`src/rtl/sram_pkg.sv`:
```
// Shared types and helpers for the single-port SRAM array.
package sram_pkg;

  // Array controller states: zero-fill after reset, then normal service.
  typedef enum logic {
    ST_INIT = 1'b0,
    ST_RUN  = 1'b1
  } state_t;

  // Address width for a given depth; never narrower than one bit.
  function automatic int addr_w(input int depth);
    return (depth <= 2) ? 1 : $clog2(depth);
  endfunction

endpackage

```
`src/rtl/sram_rd_pipe.sv`:
```
// Read-result pipeline: carries valid and data through READ_LATENCY stages.
// Data stages only load when their input is valid, so the output word holds
// the last read result between reads.
module sram_rd_pipe #(
  parameter int WIDTH        = 82,
  parameter int READ_LATENCY = 1
) (
  input  logic             clock,
  input  logic             reset,
  input  logic             in_vld,
  input  logic [WIDTH-1:0] in_data,
  output logic             out_vld,
  output logic [WIDTH-1:0] out_data
);

  logic [READ_LATENCY:1]            vld_pipe;
  logic [READ_LATENCY:1][WIDTH-1:0] dat_pipe;

  // Shift valid every cycle; advance data only alongside a valid beat.
  always_ff @(posedge clock) begin
    if (reset) begin
      vld_pipe <= '0;
      dat_pipe <= '0;
    end else begin
      vld_pipe[1] <= in_vld;
      if (in_vld) dat_pipe[1] <= in_data;
      for (int k = 2; k <= READ_LATENCY; k++) begin
        vld_pipe[k] <= vld_pipe[k-1];
        if (vld_pipe[k-1]) dat_pipe[k] <= dat_pipe[k-1];
      end
    end
  end

  assign out_vld  = vld_pipe[READ_LATENCY];
  assign out_data = dat_pipe[READ_LATENCY];

endmodule

```
`src/rtl/sram_sp_array.sv`:
```
// Single-port SRAM array with per-segment write mask, optional zero-fill
// after reset and a pipelined read path of 1 or 2 cycles.
module sram_sp_array
  import sram_pkg::*;
#(
  parameter int DEPTH         = 2,
  parameter int WIDTH         = 82,
  parameter int WAYS          = 2,
  parameter int READ_LATENCY  = 1,
  parameter int INIT_ON_RESET = 1,
  parameter int AW            = addr_w(DEPTH)
) (
  input  logic             clock,
  input  logic             reset,
  input  logic [AW-1:0]    RW0_addr,
  input  logic             RW0_en,
  input  logic             RW0_wmode,
  input  logic [WAYS-1:0]  RW0_wmask,
  input  logic [WIDTH-1:0] RW0_wdata,
  output logic [WIDTH-1:0] RW0_rdata,
  output logic             RW0_rvalid,
  output logic             ready
);

  localparam int            SEG  = WIDTH / WAYS;
  localparam logic [AW-1:0] LAST = AW'(DEPTH - 1);

  state_t            state;
  logic [AW-1:0]     cnt;
  logic              rdy_q;
  logic [WIDTH-1:0]  mem [DEPTH];

  logic              in_range;
  logic              acc;
  logic              wr_acc;
  logic              rd_acc;
  logic [WIDTH-1:0]  rd_word;

  // Addresses past the last entry only exist for non-power-of-two depths.
  assign in_range = ({1'b0, RW0_addr} < (AW+1)'(DEPTH));
  assign acc      = RW0_en & rdy_q & ~reset;
  assign wr_acc   = acc & RW0_wmode & in_range;
  assign rd_acc   = acc & ~RW0_wmode;
  assign ready    = rdy_q;

  // Controller: walk cnt across the array once after reset, then serve.
  always_ff @(posedge clock) begin
    if (reset) begin
      state <= (INIT_ON_RESET != 0) ? ST_INIT : ST_RUN;
      cnt   <= '0;
      rdy_q <= (INIT_ON_RESET == 0);
    end else begin
      case (state)
        ST_INIT: begin
          if (cnt == LAST) begin
            state <= ST_RUN;
            rdy_q <= 1'b1;
            cnt   <= '0;
          end else begin
            cnt   <= cnt + AW'(1);
          end
        end
        ST_RUN:  rdy_q <= 1'b1;
        default: begin
          state <= ST_RUN;
          rdy_q <= 1'b1;
        end
      endcase
    end
  end

  // Storage update: zero-fill during INIT, masked segment writes in RUN.
  // Nothing is written while reset is high so contents survive a reset.
  always_ff @(posedge clock) begin
    if (!reset) begin
      if (state == ST_INIT) begin
        mem[cnt] <= '0;
      end else if (wr_acc) begin
        for (int i = 0; i < WAYS; i++)
          if (RW0_wmask[i]) mem[RW0_addr][i*SEG +: SEG] <= RW0_wdata[i*SEG +: SEG];
      end
    end
  end

  // Read word; out-of-range addresses read back as zero.
  always_comb begin
    rd_word = '0;
    if (in_range) rd_word = mem[RW0_addr];
  end

  sram_rd_pipe #(
    .WIDTH        (WIDTH),
    .READ_LATENCY (READ_LATENCY)
  ) u_rd_pipe (
    .clock    (clock),
    .reset    (reset),
    .in_vld   (rd_acc),
    .in_data  (rd_word),
    .out_vld  (RW0_rvalid),
    .out_data (RW0_rdata)
  );

endmodule

```
`config.mk`:
```
export PLATFORM = sky130hd
export DESIGN_NAME = sram_sp_array
export DESIGN_NICKNAME = d
export VERILOG_FILES = /design/src/rtl/sram_pkg.sv /design/src/rtl/sram_rd_pipe.sv /design/src/rtl/sram_sp_array.sv
export SDC_FILE = /design/constraint.sdc
export NUM_CORES = 1
export LEC_CHECK = 0
export ABC_CLOCK_PERIOD_IN_PS = 4250
export BUFFER_PORTS_ARGS = -buffer_cell sky130_fd_sc_hd__buf_2
export CAP_MARGIN = 20
export CORE_ASPECT_RATIO = 0.9
export CORE_MARGIN = 1.5
export CORE_UTILIZATION = 45
export CTS_CLUSTER_SIZE = 10
export DETAILED_ROUTE_END_ITERATION = 12
export PLACE_DENSITY = 0.75
export SLEW_MARGIN = 15
export SYNTH_ARGS = -nofsm -noshare
export SYNTH_HDL_FRONTEND = slang
export SYNTH_SLANG_ARGS = --single-unit
```
`constraint.sdc`:
```
create_clock -name clock -period 4.25 [get_ports clock]
set_clock_uncertainty 0.05 [all_clocks]
set_input_delay 0.85 -clock clock [delete_from_list [all_inputs] [get_ports clock]]
set_output_delay 0.85 -clock clock [all_outputs]
set_load 0.05 [all_outputs]
```
==> reports/metrics.csv <==
stage;metric;value;unit
power;maximum VDD drop;377;uV
synth;number of enable-type register cells in the synthesized netlist;164;
clock_tree;CTS tree;done;
clock_tree;clock sink total;250;
synth;total of warnings raised by yosys;0;
routing;final WL;17.9;mm
floorplan;Initial Utilization;46.1;%
routing;detailed-routing iteration count for the pre-antenna-repair pass;4;
synth;Synth cell types;20;
global_route;maximum number of pins on one net before global-route repair;166;
global_route;antenna violations before repair;0;
synth;most common flop cell mapped by yosys;edfxtp_1;
routing;number of vias in the routed layout;5486;
final_layout;total of fill cells in the finished design;1663;
floorplan;chip width;154;um
final_layout;net total in the final layout;897;
floorplan;Row Count;49;
global_route;Overall Global Routing Usage;16.6;%
critical_path;required time at the endpoint of the critical path;4.43;ns
critical_path;class of the most critical setup path;input port to flip-flop;
routing;detailed-route DRC error count;0;
timing;number of endpoints failing setup at the final stage;0;
critical_path;CP Launch Type;input port;
final_layout;final cell count without fillers;1084;
synth;average cell area after synthesis;14.4;sq um
critical_path;worst endpoint data arrival time;2.64;ns
timing;fraction of the cycle the final worst path needs;57.8;%
final_layout;count of antenna diodes in the layout;0;
clock_tree;Clk pin slew, worst setup/hold paths;0.05;ns
synth;Yosys top cell area share;53.1;%
flow_run;max-cap violation count;0;
clock_tree;level count of the clock H-tree;1;
critical_path;Crit. Startpoint;reset;
timing;Slew Viols, Final;0;
floorplan;Core ar.;20100;sq um
placement;half-perimeter wire length after detailed placement;11.1;mm
timing;final hold violation count;0;
timing;setup repair after global routing missed its margin;false;
clock_tree;CTS root buffer;clkbuf_16;
clock_tree;post-cts resize count;0;
global_route;overflow left after global routing;0;
global_route;number of global-route vias before repair;5254;
routing;post-detailed-route via-to-cell ratio;5.06;
floorplan;count of boundary I/O pins;173;
hold_path;hold crit path type;flip-flop to flip-flop;
synth;sequential element share of the synthesized area;71.7;%
power;Power Density;496;nW/um^2
placement;cell count after placement;1032;
placement;routability congestion estimate;0.708;
final_layout;area growth from synthesis to final layout;20.3;%
clock_tree;total clock buffers created by CTS;29;
timing;minimum clock period after layout;2.46;ns
clock_tree;clock insertion delay at the later pin of the skew report;0.53;ns
timing;Least-Margin Pin Slew;1.03;ns
synth;Synth area leaders;edfxtp_1 (53%), dfxtp_1 (19%), mux2i_1 (8.9%);
clock_tree;worst-case clock buffer depth;3;
global_route;global-route wire length before repair;27.8;mm
placement;Port-buffer cells;172;
floorplan;area of the die;21500;sq um
synth;share of flip-flops with an asynchronous set or reset after synthesis;0;%
timing;Max Freq;407;MHz
synth;net count of the mapped netlist;732;
critical_path;reg-to-reg startpoint;ready$_SDFFE_PP0P_;
routing;antenna-violating nets left;0;
routing;Wirelength per Cell;16.5;um
critical_path;endpoint kind of the worst setup timing path;flip-flop;
synth;largest area contributor in the synthesized netlist;edfxtp_1;
routing;drt initial violations;327;
timing;Setup TNS;0;ns
floorplan;Die H;139;um
clock_tree;cts-stage hold buffer count;0;
run_status;status;finished, final reports clean;
final_layout;share of post-route cells with drive strength above 1;26.4;%
synth;Post-Synthesis Cell Area;9270;sq um
hold_path;origin of the worst min-delay path;u_rd_pipe.out_data[54]$_SDFFE_PP0P_;
power;Leakage;4.41;nW
synth;number of flip-flops and latches in the synthesized netlist;250;
critical_path;maximum fanout along the worst path;47;
timing;Max-slew headroom;31.6;%
synth;Mapped Cells;643;
clock_tree;post-CTS setup-driven buffer insertion count;0;
## power breakdown
| part | total (mW) | internal [mW] | switching (mW) |
|---|---|---|---|
| Sequential | 2.87 | 2.80 | 0.0642 |
| Combinational | 0.487 | 0.144 | 0.343 |
| Clock | 2.18 | 1.29 | 0.889 |
| Total | 5.53 | 4.24 | 1.30 |
## path summary, 6_finish.rpt
check | endpoint | slack, ns | cells past startpoint
setup / recovery | mem[1][65]$_DFFE_PP_ | 1.79 | 5
hold / removal | u_rd_pipe.out_data[54]$_SDFFE_PP0P_ | 0.44 | 2
setup reg to reg | mem[1][65]$_DFFE_PP_ | 2.08 | 4
hold reg to reg | u_rd_pipe.out_data[54]$_SDFFE_PP0P_ | 0.44 | 2
## per-layer routing
layer | share of wire (%) | track usage [%] | routed length [um]
met5 | 0 | 0 | 0
met3 | 6.3 | 3.25 | 1120
met1 | 45 | 22.8 | 8040
met2 | 47 | 27.4 | 8340
met4 | 2.0 | 3.85 | 354
## worst max-delay path, cell delays in order
cell and delay, ns:
buf_4 0.27, nand3b_4 0.25, nor2_1 0.16, a32o_2 0.78, buf_4 0.30
## kinds of logic (layout without fill, tap and decap cells)
group                  Yosys count  count (layout)  share of synthesized area (%)
XOR/XNOR                         1               1                         0.0945
flip-flops                     250             250                           71.7
multiplexers                    82              82                           8.85
buffers and inverters           47             233                           2.54
AO/OA/AOI/OAI                   87              87                           7.07
AND/OR/NAND/NOR                176             176                           9.77
## synthesized netlist by cell type (all sizes together) (2+ instances only)
| cell type | n |
|---|---|
| edfxtp | 164 |
| nor2 | 88 |
| dfxtp | 86 |
| a211oi | 82 |
| and2 | 82 |
| mux2i | 82 |
| buf | 30 |
| clkbuf | 16 |
| nor3 | 3 |
| a21o | 2 |
| a32o | 2 |
## layout make-up
| type | count | area (sq um) | share of cell area [%] |
|---|---|---|---|
| clock buffers | 50 | 815 | 7.30 |
| clock inverters | 2 | 17.5 | 0.157 |
| inverters | 1 | 3.75 | 0.0337 |
| multi-input cells | 346 | 2400 | 21.5 |
| flip-flops and latches | 250 | 6650 | 59.6 |
| well taps | 255 | 319 | 2.86 |
| repair buffers | 180 | 951 | 8.53 |
## flip-flops by register name (all words and copies together), names as in the netlist
signal	flops
u_rd_pipe.out_vld	1
state	1
cnt	1
u_rd_pipe.out_data	82
ready	1
mem	164
## metrics by stage
stage / hold slack [ns] / total power, mW / util [%] / area (sq um) / setup WS [ns]
6_report: 0.441 / 5.53 / 55.5 / 11200 / 1.79
4_1_cts: 0.445 / 5.58 / 55.5 / 11200 / 1.79
3_5_place_dp: 0.438 / 3.41 / 51.3 / 10300 / 1.24
3_3_place_gp: 0.435 / 3.40 / 51.3 / 10300 / 1.28
2_1_floorplan: 0.483 / 3.25 / - / 9270 / 1.38
5_1_grt: 0.460 / 5.73 / 55.5 / 11200 / 1.65
## cell usage in the layout (no fill, tap or decap), drive strengths merged, types with 2 or more instances in the layout
master  instances
clkbuf         50
inv             3
a21o            2
and2           82
mux2i          82
a32o            2
nor2           88
dfxtp          86
a211oi         82
nor3            3
edfxtp        164
buf           180
Power figures use the tool's default switching activity.
